$ cat src/rtl/pipeline_sequencer_if.sv
// ============================================================================
// Module      : pipeline_sequencer_if
// Description : Handshake bundle between the hazard/step sequencer and the
//               five-stage pipeline it controls.
// Revision    : 1.0 - initial release
// ============================================================================
`default_nettype none

interface pipeline_sequencer_if;
  logic        step;
  logic        run_mode;
  logic [4:0]  ID_Rs;
  logic [4:0]  ID_Rt;
  logic        ID_UsesRt;
  logic        ID_Halt;
  logic        EX_MemRead;
  logic [4:0]  EX_Rt;
  logic        MEM_BranchTaken;

  logic        pc_en;
  logic        ifid_en;
  logic        idex_en;
  logic        exmem_en;
  logic        memwb_en;
  logic        ifid_flush;
  logic        idex_flush;
  logic        exmem_flush;
  logic        memwb_flush;
  logic [1:0]  state;
  logic [15:0] step_count;
  logic [7:0]  stall_count;
  logic [7:0]  flush_count;

  modport master (
    output step, run_mode, ID_Rs, ID_Rt, ID_UsesRt, ID_Halt,
           EX_MemRead, EX_Rt, MEM_BranchTaken,
    input  pc_en, ifid_en, idex_en, exmem_en, memwb_en,
           ifid_flush, idex_flush, exmem_flush, memwb_flush,
           state, step_count, stall_count, flush_count
  );

  modport slave (
    input  step, run_mode, ID_Rs, ID_Rt, ID_UsesRt, ID_Halt,
           EX_MemRead, EX_Rt, MEM_BranchTaken,
    output pc_en, ifid_en, idex_en, exmem_en, memwb_en,
           ifid_flush, idex_flush, exmem_flush, memwb_flush,
           state, step_count, stall_count, flush_count
  );
endinterface

`default_nettype wire

$ cat src/rtl/pipeline_sequencer.sv
// ============================================================================
// Module      : pipeline_sequencer
// Description : Registered advance/flush controller for a five-stage pipeline
//               with single-step, load-use stall and taken-branch flush.
// Revision    : 1.0 - initial release
// ============================================================================
`default_nettype none

module pipeline_sequencer (
  input  logic                 clock,
  input  logic                 reset,
  pipeline_sequencer_if.slave  bus
);

  typedef enum logic [1:0] {
    S_INIT = 2'd0,
    S_RUN  = 2'd1,
    S_HALT = 2'd2
  } state_t;

  localparam logic [4:0] C_EN_ALL   = 5'b11111;
  localparam logic [4:0] C_EN_STALL = 5'b00011;
  localparam logic [3:0] C_FL_ALL   = 4'b1111;
  localparam logic [3:0] C_FL_BR    = 4'b1110;
  localparam logic [3:0] C_FL_STALL = 4'b0100;

  state_t      r_state, w_state_nxt;
  logic [1:0]  r_init_cnt, w_init_cnt_nxt;
  logic [4:0]  r_en, w_en_nxt;   // {pc, ifid, idex, exmem, memwb}
  logic [3:0]  r_fl, w_fl_nxt;   // {ifid, idex, exmem, memwb}
  logic [15:0] r_step_cnt;
  logic [7:0]  r_stall_cnt;
  logic [7:0]  r_flush_cnt;
  logic        w_inc_step, w_inc_stall, w_inc_flush;
  logic        w_req, w_load_use;

  assign w_req      = bus.run_mode | bus.step;
  assign w_load_use = bus.EX_MemRead && (bus.EX_Rt != 5'd0) &&
                      ((bus.EX_Rt == bus.ID_Rs) ||
                       (bus.ID_UsesRt && (bus.EX_Rt == bus.ID_Rt)));

  always_comb begin
    w_state_nxt    = r_state;
    w_init_cnt_nxt = r_init_cnt;
    w_en_nxt       = 5'b00000;
    w_fl_nxt       = 4'b0000;
    w_inc_step     = 1'b0;
    w_inc_stall    = 1'b0;
    w_inc_flush    = 1'b0;
    case (r_state)
      S_INIT: begin
        // Counter value 3 marks the fourth flush cycle; outputs drop as RUN begins.
        if (r_init_cnt == 2'd3) begin
          w_state_nxt    = S_RUN;
          w_init_cnt_nxt = 2'd0;
        end else begin
          w_fl_nxt       = C_FL_ALL;
          w_init_cnt_nxt = r_init_cnt + 2'd1;
        end
      end
      S_RUN: begin
        if (w_req) begin
          w_inc_step = 1'b1;
          if (bus.MEM_BranchTaken) begin
            w_en_nxt    = C_EN_ALL;
            w_fl_nxt    = C_FL_BR;
            w_inc_flush = 1'b1;
          end else if (w_load_use) begin
            w_en_nxt    = C_EN_STALL;
            w_fl_nxt    = C_FL_STALL;
            w_inc_stall = 1'b1;
          end else begin
            w_en_nxt = C_EN_ALL;
            if (bus.ID_Halt) begin
              w_state_nxt = S_HALT;
            end
          end
        end
      end
      S_HALT: begin
        w_state_nxt = S_HALT;
      end
      default: begin
        w_state_nxt    = S_INIT;
        w_init_cnt_nxt = 2'd0;
      end
    endcase
  end

  always_ff @(posedge clock) begin
    if (reset) begin
      r_state     <= S_INIT;
      r_init_cnt  <= 2'd0;
      r_en        <= 5'b00000;
      r_fl        <= C_FL_ALL;
      r_step_cnt  <= 16'd0;
      r_stall_cnt <= 8'd0;
      r_flush_cnt <= 8'd0;
    end else begin
      r_state    <= w_state_nxt;
      r_init_cnt <= w_init_cnt_nxt;
      r_en       <= w_en_nxt;
      r_fl       <= w_fl_nxt;
      if (w_inc_step) begin
        r_step_cnt <= r_step_cnt + 16'd1;
      end
      if (w_inc_stall && (r_stall_cnt != 8'hFF)) begin
        r_stall_cnt <= r_stall_cnt + 8'd1;
      end
      if (w_inc_flush && (r_flush_cnt != 8'hFF)) begin
        r_flush_cnt <= r_flush_cnt + 8'd1;
      end
    end
  end

  assign bus.pc_en       = r_en[4];
  assign bus.ifid_en     = r_en[3];
  assign bus.idex_en     = r_en[2];
  assign bus.exmem_en    = r_en[1];
  assign bus.memwb_en    = r_en[0];
  assign bus.ifid_flush  = r_fl[3];
  assign bus.idex_flush  = r_fl[2];
  assign bus.exmem_flush = r_fl[1];
  assign bus.memwb_flush = r_fl[0];
  assign bus.state       = r_state;
  assign bus.step_count  = r_step_cnt;
  assign bus.stall_count = r_stall_cnt;
  assign bus.flush_count = r_flush_cnt;

endmodule

`default_nettype wire

$ cat src/flat_wrapper.sv
// flat-port wrapper written by rule: the top's interface ports become plain ports
module pipeline_sequencer_flat 
  (clock, reset, bus_step, bus_run_mode, bus_ID_Rs, bus_ID_Rt, bus_ID_UsesRt, bus_ID_Halt, bus_EX_MemRead, bus_EX_Rt, bus_MEM_BranchTaken, bus_pc_en, bus_ifid_en, bus_idex_en, bus_exmem_en, bus_memwb_en, bus_ifid_flush, bus_idex_flush, bus_exmem_flush, bus_memwb_flush, bus_state, bus_step_count, bus_stall_count, bus_flush_count);
  pipeline_sequencer_if bus_i ();
  input  logic clock;
  input  logic reset;
  input wire logic [$bits(bus_i.step)-1:0] bus_step;
  input wire logic [$bits(bus_i.run_mode)-1:0] bus_run_mode;
  input wire logic [$bits(bus_i.ID_Rs)-1:0] bus_ID_Rs;
  input wire logic [$bits(bus_i.ID_Rt)-1:0] bus_ID_Rt;
  input wire logic [$bits(bus_i.ID_UsesRt)-1:0] bus_ID_UsesRt;
  input wire logic [$bits(bus_i.ID_Halt)-1:0] bus_ID_Halt;
  input wire logic [$bits(bus_i.EX_MemRead)-1:0] bus_EX_MemRead;
  input wire logic [$bits(bus_i.EX_Rt)-1:0] bus_EX_Rt;
  input wire logic [$bits(bus_i.MEM_BranchTaken)-1:0] bus_MEM_BranchTaken;
  output wire logic [$bits(bus_i.pc_en)-1:0] bus_pc_en;
  output wire logic [$bits(bus_i.ifid_en)-1:0] bus_ifid_en;
  output wire logic [$bits(bus_i.idex_en)-1:0] bus_idex_en;
  output wire logic [$bits(bus_i.exmem_en)-1:0] bus_exmem_en;
  output wire logic [$bits(bus_i.memwb_en)-1:0] bus_memwb_en;
  output wire logic [$bits(bus_i.ifid_flush)-1:0] bus_ifid_flush;
  output wire logic [$bits(bus_i.idex_flush)-1:0] bus_idex_flush;
  output wire logic [$bits(bus_i.exmem_flush)-1:0] bus_exmem_flush;
  output wire logic [$bits(bus_i.memwb_flush)-1:0] bus_memwb_flush;
  output wire logic [$bits(bus_i.state)-1:0] bus_state;
  output wire logic [$bits(bus_i.step_count)-1:0] bus_step_count;
  output wire logic [$bits(bus_i.stall_count)-1:0] bus_stall_count;
  output wire logic [$bits(bus_i.flush_count)-1:0] bus_flush_count;
  assign bus_i.step = bus_step;
  assign bus_i.run_mode = bus_run_mode;
  assign bus_i.ID_Rs = bus_ID_Rs;
  assign bus_i.ID_Rt = bus_ID_Rt;
  assign bus_i.ID_UsesRt = bus_ID_UsesRt;
  assign bus_i.ID_Halt = bus_ID_Halt;
  assign bus_i.EX_MemRead = bus_EX_MemRead;
  assign bus_i.EX_Rt = bus_EX_Rt;
  assign bus_i.MEM_BranchTaken = bus_MEM_BranchTaken;
  assign bus_pc_en = bus_i.pc_en;
  assign bus_ifid_en = bus_i.ifid_en;
  assign bus_idex_en = bus_i.idex_en;
  assign bus_exmem_en = bus_i.exmem_en;
  assign bus_memwb_en = bus_i.memwb_en;
  assign bus_ifid_flush = bus_i.ifid_flush;
  assign bus_idex_flush = bus_i.idex_flush;
  assign bus_exmem_flush = bus_i.exmem_flush;
  assign bus_memwb_flush = bus_i.memwb_flush;
  assign bus_state = bus_i.state;
  assign bus_step_count = bus_i.step_count;
  assign bus_stall_count = bus_i.stall_count;
  assign bus_flush_count = bus_i.flush_count;
  pipeline_sequencer u_core (.clock(clock), .reset(reset), .bus(bus_i));
endmodule
$ cat config.mk
export PLATFORM = sky130hd
export DESIGN_NAME = pipeline_sequencer_flat
export DESIGN_NICKNAME = d
export VERILOG_FILES = /design/src/rtl/pipeline_sequencer_if.sv /design/src/rtl/pipeline_sequencer.sv /design/src/flat_wrapper.sv
export SDC_FILE = /design/constraint.sdc
export NUM_CORES = 1
export LEC_CHECK = 0
export BUFFER_PORTS_ARGS = -buffer_cell sky130_fd_sc_hd__buf_4
export CAP_MARGIN = 20
export CORE_MARGIN = 4
export CORE_UTILIZATION = 50
export CTS_CLUSTER_DIAMETER = 120
export DETAILED_ROUTE_END_ITERATION = 8
export PLACE_DENSITY = 0.77
export REMOVE_ABC_BUFFERS = 1
export SETUP_SLACK_MARGIN = 0.15
export SLEW_MARGIN = 40
export SYNTH_ARGS = -nofsm -noshare
export SYNTH_HDL_FRONTEND = slang
export SYNTH_SLANG_ARGS = --single-unit
$ cat constraint.sdc
create_clock -name clock -period 2.49 [get_ports clock]
set_input_delay 0.498 -clock clock [delete_from_list [all_inputs] [get_ports clock]]
set_output_delay 0.498 -clock clock [all_outputs]
set_load 0.02 [all_outputs]
Yosys cells after proc, flatten, opt, wreduce, memory -nomap -nowiden

Cells that the tools add are included.

Register bits: 45
Input port bits: 23
Output and inout port bits: 43
Logic and storage cells: 61

$add $sub $neg: 4
Equality and inequality tests: 12
Mux-type cells: 24
Bitwise gates (word level): 3
Reductions and logical operators: 11

Operators with widths:

| operator                | number |
|---|---|
| $add A16 B1 Y16 const B | 1 |
| $add A8 B1 Y8 const B   | 2 |
| $ne A8 B8 Y1 const B    | 2 |
| $mux W2                 | 6 |
| $mux W4                 | 3 |
| $eq A5 B5 Y1            | 2 |
| $mux W5                 | 2 |
| $mux W1                 | 9 |
| $pmux W4 S2             | 1 |
| $ne A2 B2 Y1 const B    | 3 |
| $pmux W2 S3             | 1 |
| $logic_and A1 B1 Y1     | 5 |
| $reduce_and A5 Y1       | 1 |
| $reduce_bool A5 Y1      | 1 |
| $eq A2 B2 Y1 const B    | 2 |
| $ne A2 B1 Y1 const B    | 2 |
| $pmux W2 S2             | 1 |
| $mux W3                 | 1 |
| $reduce_or A3 Y1        | 1 |
| $add A2 B1 Y2 const B   | 1 |
| $eq A2 B1 Y1 const B    | 1 |
| $logic_not A2 Y1        | 1 |
| $not A1 Y1              | 2 |
| $reduce_or A2 Y1        | 1 |
| other kinds (2)         | 2 |

Depth between registers and ports, before layout

Depth in word-level cells: 9
Depth in mapped cells: 8
Depth with buffers taken out: 7

Least setup slack after synthesis

OpenSTA, ideal clock, no wires.

Path kind: reg-to-reg
Start point: reg u_core.r_state[0], in the netlist u_core.bus.state[0]
End point: reg u_core.r_stall_cnt[3], in the netlist u_core.bus.stall_count[3]
Setup time: 70 ps
Arrival: 2072 ps
Data required time: 2420 ps
Slack: 347 ps
Stages on the path, launching flop included: 7
Buffers on the path: 1
Clock period less this slack: 2143 ps
Cells stage by stage: dfxtp_1 > ha_1 > o21ai_0 > or4b_1 > buf_2 > or4_1 > a21oi_1

Longest elaborated chain between the ends: 3

Ends and longest elaborated chain:

| item                   | RTL line                  | source |
|---|---|---|
| start, declared        | pipeline_sequencer.sv:27  | `state_t r_state, w_state_nxt;` |
| start signal, assigned | pipeline_sequencer.sv:100 | `r_state <= w_state_nxt;` |
| $eq A2 B1 Y1           | pipeline_sequencer.sv:50  | `case (r_state)` |
| $mux W1                | pipeline_sequencer.sv:50  |  |
| $logic_and A1 B1 Y1    | pipeline_sequencer.sv:107 | `if (w_inc_stall && (r_stall_cnt != 8'hFF)) begin` |
| end signal, assigned   | pipeline_sequencer.sv:108 | `r_stall_cnt <= r_stall_cnt + 8'd1;` |
| end, declared          | pipeline_sequencer.sv:32  | `logic [7:0] r_stall_cnt;` |

Every way passes these cells.
A chain may end at the register's enable or synchronous reset.

Worst setup path after layout

Start point: reg u_core.r_stall_cnt[0], in the netlist u_core.bus.stall_count[0]
End point: reg u_core.r_stall_cnt[3], in the netlist u_core.bus.stall_count[3]

Longest elaborated chain between the ends: 2
Elaborated cells between the ends (all ways): 3
Classes of those cells: add/sub (1); eq/ne (1); reduce/logical (1)

Ends and longest elaborated chain:

| item |
|---|
| branches (longest 2 deep; another with $add A8 B1 Y8) |

Parallel ways; which one is timed is not known.

==> impl_metrics.csv <==
group,metric,value,unit
layout,drive_gt1_share,26.07,%
global_routing,busiest_layer,"met2",
sta,finalClockSkew,0.008878,ns
cts,htreeDepth,2,
sta,finalSetupTns,0,ns
cts,cts_buffers,5,
status,status,"completed",
cts,root_buffer,"clkbuf_8",
cts,cts_setup_buffers,0,
logic_synthesis,async_flop_share,0,%
worst_setup_path,cp_cell_sequence,"ha_1 -> and4_4 -> or4b_4 -> or4_1 -> a21oi_1",
die,floorplan.initialDensity,53.43,%
hold_path,min_path_type,"in2reg",
sta,finalCritPeriodShare,84.96,%
die,rows,22,
sta,setup_viol,0,
worst_setup_path,r2r_start,"u_core.bus.stall_count[0]",
power,power.switching,0.0005420,W
logic_synthesis,ys_seq_area_share,40.44,%
worst_setup_path,crit_path_max_incr_delay,0.58,ns
layout,fillCellCount,330,
drt,avgRoutedWirePerCell,13.32,µm
die,core,3799,µm²
logic_synthesis,synth_cell_types,38,
drt,drt_iter0_markers,166,
worst_setup_path,cp_num_cells,5,
sta,rsz0062_at_grt,"false",
hold_path,hold_start,"bus_MEM_BranchTaken",
worst_setup_path,crit_family,"simple AND/OR/NAND/NOR gates",
global_routing,grt_pass1_wl,7852,µm
worst_setup_path,critPathLaunch,"u_core.bus.stall_count[0]",
die,ios,66,
worst_setup_path,crit_slowest_cell,"or4b_4",
global_routing,gr-usage-met3,5.189,%
worst_setup_path,reg2regPathDepth,5,
drt,wirelength,4675,µm
power,p_sw_share,29.18,%
logic_synthesis,synth_edf_count,0,
logic_synthesis,yosysTopAreaCell,"dfxtp_1",
logic_synthesis,synth.area.top_cells,"dfxtp_1 40%, xnor2_1 9.5%, nor2_1 5.2%, a21oi_1 3.7%, ha_1 3.7%",
sta,setup_slack,0.3745,ns
global_routing,grt_antenna_before_repair,0,
drt,vias,1833,
global_routing,grt.met2_usage,30.71,%
worst_setup_path,worst_ep_arrival_time,2.35,ns
global_routing,grt_pass1_vias,1740,
worst_setup_path,setup.worst_path.class,"reg2reg",
worst_setup_path,r2r_setup_slack,0.37,ns
sta,hold_viol,0,
cts,insertion_delay,0.29,ns
logic_synthesis,synth_flop_cell,"dfxtp_1",
power,p_leak,1.068,nW
global_routing,track_usage,18.72,%
placed_design,place_ws,0.1918,ns
sta,fmax,472.7,MHz
placed_design,place_hpwl,3399,µm
logic_synthesis,yosysTopAreaCellShare,40.44,%
worst_setup_path,end_kind,"register",
worst_setup_path,crit_path_end,"u_core.bus.stall_count[3]",
placed_design,numPortBuffers,65,
sta,slew_viol_final,0,
layout,n_antenna_cell,0,
cts,cts_tree,"yes",
drt,antenna_left,0,
worst_setup_path,crit_path_start_kind,"register",
logic_synthesis,synth_area_per_cell,8.421,µm²
global_routing,met1_usage,24.51,%
run,drv_cap,0,
global_routing,grt_max_degree,45,
cts,clkSinkCount,41,
layout,area_growth,31.07,%
layout,nNetsFinal,331,
placed_design,gp_congestion,0.7537,
power,intPower,0.001315,W
logic_synthesis,post_synth_inst_count,241,
power,pwr-share-comb,25.6,%
layout,final_cell_mix,"66 x buf_4, 41 x dfxtp_1, 28 x nor2_1",
sta,maxSlewHeadroom,70.06,%
global_routing,grt_overflow_total,0,
worst_setup_path,crit_fanout,10,
die,dieArea,5142,µm²
layout,mostFrequentLayoutCell,"buf_4",
sta,worstMarginPinSlew,0.4491,ns
die,die_x,71.71,µm
power,p_per_area,698.2,nW/µm²
worst_setup_path,worstReg2RegEnd,"u_core.bus.stall_count[3]",
logic_synthesis,syn_area,2029,µm²
layout,fin_util,70.03,%
power,pwr-share-seq,40.5,%
logic_synthesis,ys_warn_count,0,
logic_synthesis,ys_ff_latch,41,
worst_setup_path,critical_path_required,2.72,ns
cts,cts_hold_buf,0,
sta,min_period,2.116,ns
die,die_y,71.71,µm
cts,cts_buffer_depth,2,
power,irDropWorstVdd,581.8,µV
drt,drc,0,
placed_design,dp.cells,343,
drt,via_per_inst,5.222,
drt,drt_pass1_iterations,6,
cts,clkTransAtPathRegs,0.08,ns
layout,final_cells,351,
worst_setup_path,crit_buf_inv,0,
power,clock_power_share,33.9,%
[layer usage]
layer,wire [µm],part of all wire [%],vias to the layer above
li1,-,-,960
met1,2211,47,827
met2,2206,47,44
met3,241,5.2,2
met4,16,0.34,0
met5,0,0,-
[cell families (layout without fill, tap and decap cells)]
logic type / after synthesis / after routing / synth area share, %
adders and majority gates: 6 / 6 / 3.699
buffers and inverters: 19 / 81 / 4.378
muxes: 6 / 6 / 3.267
and+or+nand+nor: 106 / 106 / 26.39
AOI/OAI and AO/OA: 37 / 37 / 10.60
xor gates and xnor gates: 26 / 26 / 11.22
DFF: 41 / 41 / 40.44
[Yosys cell counts (2+ instances only)]
cell,n
inv_1,7
or3_1,8
nor2b_1,7
xnor2_1,22
nand3_1,11
o21a_1,3
nor2_1,28
xor2_1,4
nand2_1,20
and4_4,2
or4_1,2
buf_2,2
buf_4,4
nor3_1,12
mux2_1,4
clkbuf_1,4
dfxtp_1,41
a21oi_1,15
o21ai_0,11
nand2b_1,2
o22ai_1,2
buf_1,2
ha_1,6
nand4_1,8
[worst min-delay path, cell delays in order]
cell,delay [ns]
buf_4,0.13
nand2_1,0.06
nand2_1,0.04
[power groups by stage]
stage / Sequential [W] / Combinational (W) / Clock [W]
2_1_floorplan: 0.000815 / 0.000236 / 0
3_3_place_gp: 0.000765 / 0.000457 / 0
3_5_place_dp: 0.000764 / 0.000464 / 0
4_1_cts: 0.000752 / 0.000475 / 0.000639
5_1_grt: 0.000760 / 0.000522 / 0.000666
6_report: 0.000752 / 0.000475 / 0.000630
[through the flow]
step | total power (W) | hold slack, ns | area (µm²)
2_1_floorplan | 0.001051 | 0.4560 | 1967
3_3_place_gp | 0.001221 | 0.4797 | 2522
3_5_place_dp | 0.001228 | 0.4874 | 2522
4_1_cts | 0.001866 | 0.4683 | 2656
5_1_grt | 0.001948 | 0.4837 | 2660
6_report | 0.001857 | 0.4720 | 2660
[final cells by class]
type / count / area [µm²] / area share [%]
Clock buffer: 5 / 68.82 / 2.587
Clock inverter: 3 / 65.06 / 2.446
Inverter: 7 / 26.28 / 0.9878
Multi-Input combinational cell: 181 / 1124 / 42.24
Sequential cell: 41 / 820.8 / 30.86
Tap cell: 48 / 60.06 / 2.258
Timing Repair Buffer: 66 / 495.5 / 18.63
[how the worst min path moves through the flow]
stage	cells past startpoint	to	slack (ns)
final	3	u_core.r_fl[1]	0.47
after detailed placement	2	u_core.r_init_cnt[0]	0.49
after CTS	3	u_core.r_fl[1]	0.47
after global routing	3	u_core.r_fl[1]	0.48
after global placement	2	u_core.r_init_cnt[0]	0.48
after floorplan	2	u_core.r_init_cnt[0]	0.46
[registers in the layout (all words and copies together), names as in the netlist]
| register | flops |
|---|---|
| u_core.bus.step_count | 16 |
| u_core.bus.flush_count | 8 |
| u_core.bus.stall_count | 8 |
| u_core.r_fl | 3 |
| u_core.bus.state | 2 |
| u_core.r_en | 2 |
| u_core.r_init_cnt | 2 |
[timing repair]
item / 4_1_cts / 5_1_grt
gates resized for setup: 0 / 1
endpoints found under the setup margin: 0 / 2
hold endpoints to repair: 0 / 0
Power figures use the tool's default switching activity.
